<file path="config.mk">
export PLATFORM = sky130hd
export DESIGN_NAME = uart_tx_frame
export DESIGN_NICKNAME = d
export VERILOG_FILES = /design/src/rtl/uart_tx_frame.sv
export SDC_FILE = /design/constraint.sdc
export NUM_CORES = 1
export LEC_CHECK = 0
export CORE_ASPECT_RATIO = 1.4
export CORE_MARGIN = 4
export CORE_UTILIZATION = 25
export CTS_BUF_LIST = sky130_fd_sc_hd__clkbuf_16
export DETAILED_ROUTE_END_ITERATION = 8
export GPL_ROUTABILITY_DRIVEN = 0
export SLEW_MARGIN = 25
export SYNTH_ARGS = -nofsm -noshare
export SYNTH_HDL_FRONTEND = slang
export SYNTH_SLANG_ARGS = --single-unit
export TNS_END_PERCENT = 5
</file>
<file path="constraint.sdc">
create_clock -name sysclk -period 5.52 [get_ports sysclk]
set_input_delay 0.828 -clock sysclk [delete_from_list [all_inputs] [get_ports sysclk]]
set_output_delay 0.828 -clock sysclk [all_outputs]
set_load 0.02 [all_outputs]
</file>
<file path="src/rtl/uart_tx_frame.sv">
// UART frame transmitter: start bit, DATA_BITS data bits LSB first, optional parity,
// one or two stop bits. Each bit is timed by an internal baud counter.
module uart_tx_frame #(
  parameter int DATA_BITS  = 8,
  parameter int BAUD_DIV   = 434,
  parameter int PARITY_EN  = 1,
  parameter int PARITY_ODD = 0,
  parameter int STOP_BITS  = 1
) (
  input  logic                 sysclk,
  input  logic                 rst_n,
  input  logic                 tx_valid,
  input  logic [DATA_BITS-1:0] tx_data,
  output logic                 tx_ready,
  output logic                 tx_busy,
  output logic                 tx_done_sig,
  output logic                 tx
);

  localparam int              CW        = (BAUD_DIV > 1) ? $clog2(BAUD_DIV) : 1;
  localparam logic [CW-1:0]   BAUD_LAST = CW'(BAUD_DIV - 1);
  localparam logic [3:0]      LAST_BIT  = 4'(DATA_BITS - 1);
  localparam logic [3:0]      LAST_STOP = 4'(STOP_BITS - 1);
  localparam logic            ODD       = (PARITY_ODD != 0);

  if (DATA_BITS < 5 || DATA_BITS > 9) begin : g_bad_data_bits
    $error("uart_tx_frame: DATA_BITS must be 5..9");
  end
  if (BAUD_DIV < 2) begin : g_bad_baud_div
    $error("uart_tx_frame: BAUD_DIV must be 2 or more");
  end
  if (STOP_BITS < 1 || STOP_BITS > 2) begin : g_bad_stop_bits
    $error("uart_tx_frame: STOP_BITS must be 1 or 2");
  end
  if (PARITY_EN < 0 || PARITY_EN > 1 || PARITY_ODD < 0 || PARITY_ODD > 1) begin : g_bad_parity
    $error("uart_tx_frame: PARITY_EN and PARITY_ODD must be 0 or 1");
  end

  typedef enum logic [2:0] {S_IDLE, S_START, S_DATA, S_PARITY, S_STOP} state_t;

  state_t               r_state;
  logic [CW-1:0]        r_baud;
  logic [3:0]           r_idx;
  logic [DATA_BITS-1:0] r_shreg;
  logic                 r_par;
  logic                 r_tx;
  logic                 r_ready;
  logic                 r_done;

  logic w_bit_end;
  logic w_par_bit;

  assign w_bit_end = (r_baud == BAUD_LAST);
  // Parity accumulator does not yet include the last data bit when it is computed.
  assign w_par_bit = r_par ^ r_shreg[0] ^ ODD;

  always_ff @(posedge sysclk or negedge rst_n) begin
    if (!rst_n) begin
      r_state <= S_IDLE;
      r_baud  <= '0;
      r_idx   <= '0;
      r_shreg <= '0;
      r_par   <= 1'b0;
      r_tx    <= 1'b1;
      r_ready <= 1'b1;
      r_done  <= 1'b0;
    end else begin
      r_done <= 1'b0;
      if (r_state != S_IDLE) r_baud <= w_bit_end ? '0 : r_baud + 1'b1;
      case (r_state)
        S_IDLE: if (tx_valid) begin
          r_shreg <= tx_data;
          r_par   <= 1'b0;
          r_baud  <= '0;
          r_state <= S_START;
          r_tx    <= 1'b0;
          r_ready <= 1'b0;
        end
        S_START: if (w_bit_end) begin
          r_state <= S_DATA;
          r_idx   <= '0;
          r_tx    <= r_shreg[0];
        end
        S_DATA: if (w_bit_end) begin
          r_par   <= r_par ^ r_shreg[0];
          r_shreg <= r_shreg >> 1;
          if (r_idx == LAST_BIT) begin
            r_idx <= '0;
            if (PARITY_EN != 0) begin
              r_state <= S_PARITY;
              r_tx    <= w_par_bit;
            end else begin
              r_state <= S_STOP;
              r_tx    <= 1'b1;
            end
          end else begin
            r_idx <= r_idx + 1'b1;
            r_tx  <= r_shreg[1];
          end
        end
        S_PARITY: if (w_bit_end) begin
          r_state <= S_STOP;
          r_tx    <= 1'b1;
        end
        S_STOP: if (w_bit_end) begin
          if (r_idx == LAST_STOP) begin
            r_state <= S_IDLE;
            r_ready <= 1'b1;
            r_done  <= 1'b1;
          end else begin
            r_idx <= r_idx + 1'b1;
          end
        end
        default: begin
          r_state <= S_IDLE;
          r_tx    <= 1'b1;
          r_ready <= 1'b1;
        end
      endcase
    end
  end

  assign tx          = r_tx;
  assign tx_ready    = r_ready;
  assign tx_busy     = ~r_ready;
  assign tx_done_sig = r_done;

endmodule

</file>
==> impl_metrics.ini, run 1 <==
[run_status]
outcome = completed

[yosys]
postSynth.asyncResetShare_pct = 100.0
synthCells = 158
synth_area_leaders = sky130_fd_sc_hd__dfrtp_1, sky130_fd_sc_hd__mux2_2, sky130_fd_sc_hd__o21ai_0
synth.most_common_cell = sky130_fd_sc_hd__dfrtp_1
synth_largest_type_area_fraction_pct = 39.66
yosys_warnings = 0
yosysUniqueCellTypes = 46
synth-edff-count = 0
synth_common_cells = sky130_fd_sc_hd__dfrtp_1, sky130_fd_sc_hd__mux2_2, sky130_fd_sc_hd__o21ai_0, sky130_fd_sc_hd__nand2_1, sky130_fd_sc_hd__nor2_1
synth.largest_area_cell = sky130_fd_sc_hd__dfrtp_1
synth-seq-cells = 28
dominantRegCellSynth = sky130_fd_sc_hd__dfrtp_1
synthesis.area_sq_um = 1640
synthesis.area_per_instance_sq_um = 10.38
yosysSeqAreaShare_pct = 42.87
synth.net_count = 173

[place]
port_buffers = 14
numPlacedInstances = 240
hpwl_after_detailed_placement_um = 2450

[drt]
num_vias = 1217
drtIter0Drc = 42
detail-route-antenna-nets = 0
detail_route.drc_violations = 0
wl_per_cell_um = 13.89
drt-total-wl_um = 3390
vias_per_cell = 4.988
detailedRoute.firstPassIterationCount = 4

[timing]
hold-worst-slack_ns = 0.5070
fin_tns_setup_ns = 0
headroom_to_the_max_slew_limit_pct = 39.81
post-route-min-period_ns = 2.438
part_of_the_cycle_the_worst_path_needs_pct = 44.17
drv_slew = 0
skew_ns = 0.004309
timing_worst_slew_pin_value_ns = 0.8989
setup_repair_after_global_routing_missed_its_margin = false
fmaxAchievable_mhz = 410.1
final_setup_violating_endpoints = 0
hold_violations = 0

[die]
design.core.area_sq_um = 6296
design.die.area_sq_um = 7940
initial_utilization_pct = 26.05
fp-row-count = 34
die_h_um = 103.8
die_x_um = 76.46
io_pins = 15

[clock_tree]
clock_path_buffers = 2
htree_num_levels = 1
cts_inserted_buffers = 3
tritoncts = done
ctsHoldBuffers = 0
cts.reportedPaths.clkPinSlew_ns = 0.07
cts_setup_buffers = 0
cts_resized = 0
clock-root-buffer = sky130_fd_sc_hd__clkbuf_16
clock_sink_count = 28
clock_insertion_delay_worst_skew_ns = 0.27

[cells_and_area]
antenna_cells = 0
finalNonFillerCells = 244
area_of_combinational_cells_with_multiple_inputs_sq_um = 870.8
filler_cell_count = 656
layout-area-overhead-vs-synth_pct = 18.92
regArea_sq_um = 703.2
fraction_of_layout_instances_using_a_drive_strength_above_1_pct = 18.60
nets = 188

[setup_path]
critPathCaptureType = register
cp-start-kind = register
worst-setup-path-type = register to register
worstPathRequired_ns = 5.71
crit_path_max_fo = 15
cp_data_arrival_time_ns = 2.63
reg2reg_setup_slack_ns = 3.08

[hold_path]
hold_class = register to register

[global_route]
number_of_antenna_violations_at_the_first_check_in_global_routing = 0
grt.overflow.total = 0
grt_first_pass_wirelength_um = 6127
grt_use_total_pct = 9.130
first_global_vias = 1273
grt_start_max_net_pins = 29

[power]
cellLeakagePower_nw = 0.7373
cellPowerDensity_nw_per_um2 = 291.3
peakVddDrop_v = 0.0001719

[flow_run]
max-cap-violations = 0
logic make-up (layout without fill, tap and decap cells):
family,after synthesis,in the layout,share of synthesized area (%)
muxes,17,17,11.59
DFF,28,28,42.87
xor gates and xnor gates,4,4,2.136
and+or+nand+nor,57,57,21.43
AOI/OAI and AO/OA,34,34,14.87
buffers and inverters,14,28,4.042
adders and majority gates,4,4,3.051
registers in the layout, summed over array words and instances, names as in the netlist:
register     flops
r_shreg          8
r_idx            4
tx               1
tx_done_sig      1
r_state          3
r_baud           9
r_par            1
tx_ready         1
routing by layer:
metal	track usage [%]	wire length (um)	up-vias
li1	-	-	607
met1	11.42	1507	588
met2	15.85	1726	17
met3	1.910	119	5
met4	2.332	38	0
met5	0	0	-
critical path, cell delays in order (launching register included):
cell	delay, ns
sky130_fd_sc_hd__dfrtp_1	0.69
sky130_fd_sc_hd__nor3b_2	0.83
sky130_fd_sc_hd__a21oi_1	0.23
sky130_fd_sc_hd__or4_1	0.52
sky130_fd_sc_hd__o21ai_0	0.09
through the flow:
step | cell area, sq um | setup slack (ns) | power, mW | util (%)
6_report | 1951 | 3.082 | 0.5683 | 30.98
5_1_grt | 1951 | 2.806 | 0.6021 | 30.98
4_1_cts | 1951 | 3.009 | 0.5763 | 30.98
3_5_place_dp | 1846 | 3.026 | 0.3547 | 29.31
3_3_place_gp | 1846 | 3.051 | 0.3529 | 29.31
2_1_floorplan | 1640 | 3.721 | 0.3238 | -
power breakdown:
part           total [mW]  internal (mW)  switching [mW]
Sequential          0.268          0.235          0.0326
Clock               0.218          0.145          0.0737
Combinational      0.0823         0.0465          0.0358
area by class of cell:
class,instances,area share (%)
flip-flops and latches,28,36.05
multi-input cells,116,44.64
well taps,72,4.618
clock buffers,3,3.849
repair buffers,15,7.569
clock inverters,1,1.539
inverters,9,1.732
final timing paths:
check,start,endpoint,depth (start not counted)
worst max-delay path,r_state[1],r_idx[1],4
worst min-delay path,r_shreg[5],r_shreg[5],1
worst max register to register,r_state[1],r_idx[1],4
worst min register to register,r_shreg[5],r_shreg[5],1
max in group asynchronous,rst_n,tx_ready,2
min in group asynchronous,rst_n,r_idx[3],2
cell usage in the layout, fill, tap and decap left out, types with 3 or more instances in the layout:
cell type,count
sky130_fd_sc_hd__nand2_1,11
sky130_fd_sc_hd__mux2_2,16
sky130_fd_sc_hd__clkbuf_16,3
sky130_fd_sc_hd__nor2_1,10
sky130_fd_sc_hd__nand3_1,5
sky130_fd_sc_hd__a21oi_1,5
sky130_fd_sc_hd__clkdlybuf4s50_1,14
sky130_fd_sc_hd__o21ai_0,12
sky130_fd_sc_hd__nor3_1,6
sky130_fd_sc_hd__ha_1,4
sky130_fd_sc_hd__inv_1,9
sky130_fd_sc_hd__a22o_1,4
sky130_fd_sc_hd__dfrtp_1,26
Note: power is estimated with default switching activity, not from simulation.
==> run 2, diff against run 1 <==
==> constraint.sdc (replaced) <==
create_clock -name sysclk -period 2.4 [get_ports sysclk]
set_input_delay 0.36 -clock sysclk [delete_from_list [all_inputs] [get_ports sysclk]]
set_output_delay 0.36 -clock sysclk [all_outputs]
set_load 0.02 [all_outputs]
==> impl_metrics.ini, run 2 (synthesized netlist as in run 1, its figures left out) <==
[cells_and_area]
filler_cell_count = 654
fraction_of_layout_instances_using_a_drive_strength_above_1_pct = 20.45
largest_register_ffs = 9
regArea_sq_um = 703.2
post-route-util_pct = 31.46
layout-area-overhead-vs-synth_pct = 20.75
most_common_cell_after_layout_fill_and_taps_aside = sky130_fd_sc_hd__dfrtp_1
nets = 192
largest_registers = r_baud x9, r_shreg x8, r_idx x4
commonest_cells_after_routing_fill_and_taps_aside = sky130_fd_sc_hd__dfrtp_1, sky130_fd_sc_hd__mux2_2, sky130_fd_sc_hd__clkdlybuf4s50_1
regMostFlops = r_baud
area_of_combinational_cells_with_multiple_inputs_sq_um = 870.8
postLayoutCellArea_sq_um = 1981
antenna_cells = 0

[setup_path]
r2r_start = r_idx[0]
critical-path-max-stage-delay_ns = 0.47
crit_start = r_idx[0]
path_delay_family = simple AND/OR/NAND/NOR gates
timing.critical_path.buf_inv = 1
worst-setup-path-type = register to register
worstRegToRegCells = 6
critPathCaptureType = register
timing.critical_path.slowest_stage_cell = sky130_fd_sc_hd__or3b_2
cp-start-kind = register
worstPathRequired_ns = 2.54
critical_path_cell_count = 6
crit_path_cell_trace = inv_1 > ha_1 > or3b_2 > a211oi_2 > nand2b_1 > o211ai_1
cp_data_arrival_time_ns = 2.08
reg2reg_setup_slack_ns = 0.46
crit_path_max_fo = 6
r2r_endpoint = r_idx[2]

[die]
fp-row-count = 34
design.die.area_sq_um = 7940
die_h_um = 103.8
design.core.area_sq_um = 6296
initial_utilization_pct = 26.05
die_x_um = 76.46
io_pins = 15

[power]
cellLeakagePower_nw = 0.7579
design_power_total_mw = 1.303
cellPowerDensity_nw_per_um2 = 657.9
peakVddDrop_v = 0.0004252

[hold_path]
hold_class = primary input to async pin

[clock_tree]
clock_insertion_delay_worst_skew_ns = 0.26
cts_setup_buffers = 0
clock_sink_count = 28
clock-root-buffer = sky130_fd_sc_hd__clkbuf_16
htree_num_levels = 1
cts.reportedPaths.clkPinSlew_ns = 0.07
ctsHoldBuffers = 0
clock_path_buffers = 2
cts_resized = 0
cts_inserted_buffers = 3
tritoncts = done

[global_route]
number_of_antenna_violations_at_the_first_check_in_global_routing = 0
grt.overflow.total = 0
grt_start_max_net_pins = 29
grt_first_pass_wirelength_um = 5899
grt_use_total_pct = 8.700
first_global_vias = 1255

[timing]
post-route-min-period_ns = 1.938
timing_worst_slew_pin_value_ns = 0.5947
headroom_to_the_max_slew_limit_pct = 60.05
fin_tns_setup_ns = 0
hold_violations = 0
skew_ns = 0.005853
drv_slew = 0
part_of_the_cycle_the_worst_path_needs_pct = 80.75
hold-worst-slack_ns = 0.4899
fmaxAchievable_mhz = 516.0
final_setup_violating_endpoints = 0
setup_repair_after_global_routing_missed_its_margin = false

[drt]
vias_per_cell = 5.056
wl_per_cell_um = 13.64
drtIter0Drc = 29
detail-route-antenna-nets = 0
detailedRoute.firstPassIterationCount = 4
detail_route.drc_violations = 0
drt-total-wl_um = 3382
num_vias = 1254

[place]
port_buffers = 14
post_dp_cell_area_sq_um = 1876
hpwl_after_detailed_placement_um = 2471

[run_status]
outcome = completed

[flow_run]
max-cap-violations = 0
==> run 2: cell types whose count changed in the layout (fill, tap and decap cells not counted) <==
cell,previous run,this run
sky130_fd_sc_hd__buf_4,1,5
==> run 2: how the worst max path moves through the flow <==
| stage | end | slack (ns) |
|---|---|---|
| floorplan | r_shreg[0] | 0.63 |
| global placement | r_shreg[4] | 0.41 |
| global route | r_shreg[0] | 0.34 |
| finish | r_idx[2] | 0.46 |
| detailed placement | r_shreg[1] | 0.40 |
| CTS | r_idx[2] | 0.44 |
==> run 2: routing by layer <==
| metal | GRT usage [%] | routed length [um] | up-vias |
|---|---|---|---|
| met5 | 0 | 0 | - |
| met4 | 1.166 | 4 | 0 |
| met3 | 1.910 | 88 | 2 |
| met2 | 16.23 | 1832 | 13 |
| met1 | 10.31 | 1457 | 620 |
| li1 | - | - | 619 |
==> run 2: stage by stage <==
stage / instances / setup slack, ns
3_5_place_dp: 244 / 0.3987
3_3_place_gp: 244 / 0.4103
4_1_cts: 248 / 0.4367
6_report: 248 / 0.4620
5_1_grt: 248 / 0.3414
2_1_floorplan: 158 / 0.6334
==> run 2: area by class of cell <==
cell class              instances  share of cell area, %
clock inverters                 1                  1.516
multi-input cells             116                  43.97
clock buffers                   3                  3.790
inverters                       9                  1.706
well taps                      72                  4.548
repair buffers                 19                  8.970
flip-flops and latches         28                  35.50
==> run 2: report_power, final <==
part / internal (mW) / switching (mW)
combinational: 0.106 / 0.0819
clock: 0.332 / 0.165
sequential: 0.541 / 0.0768
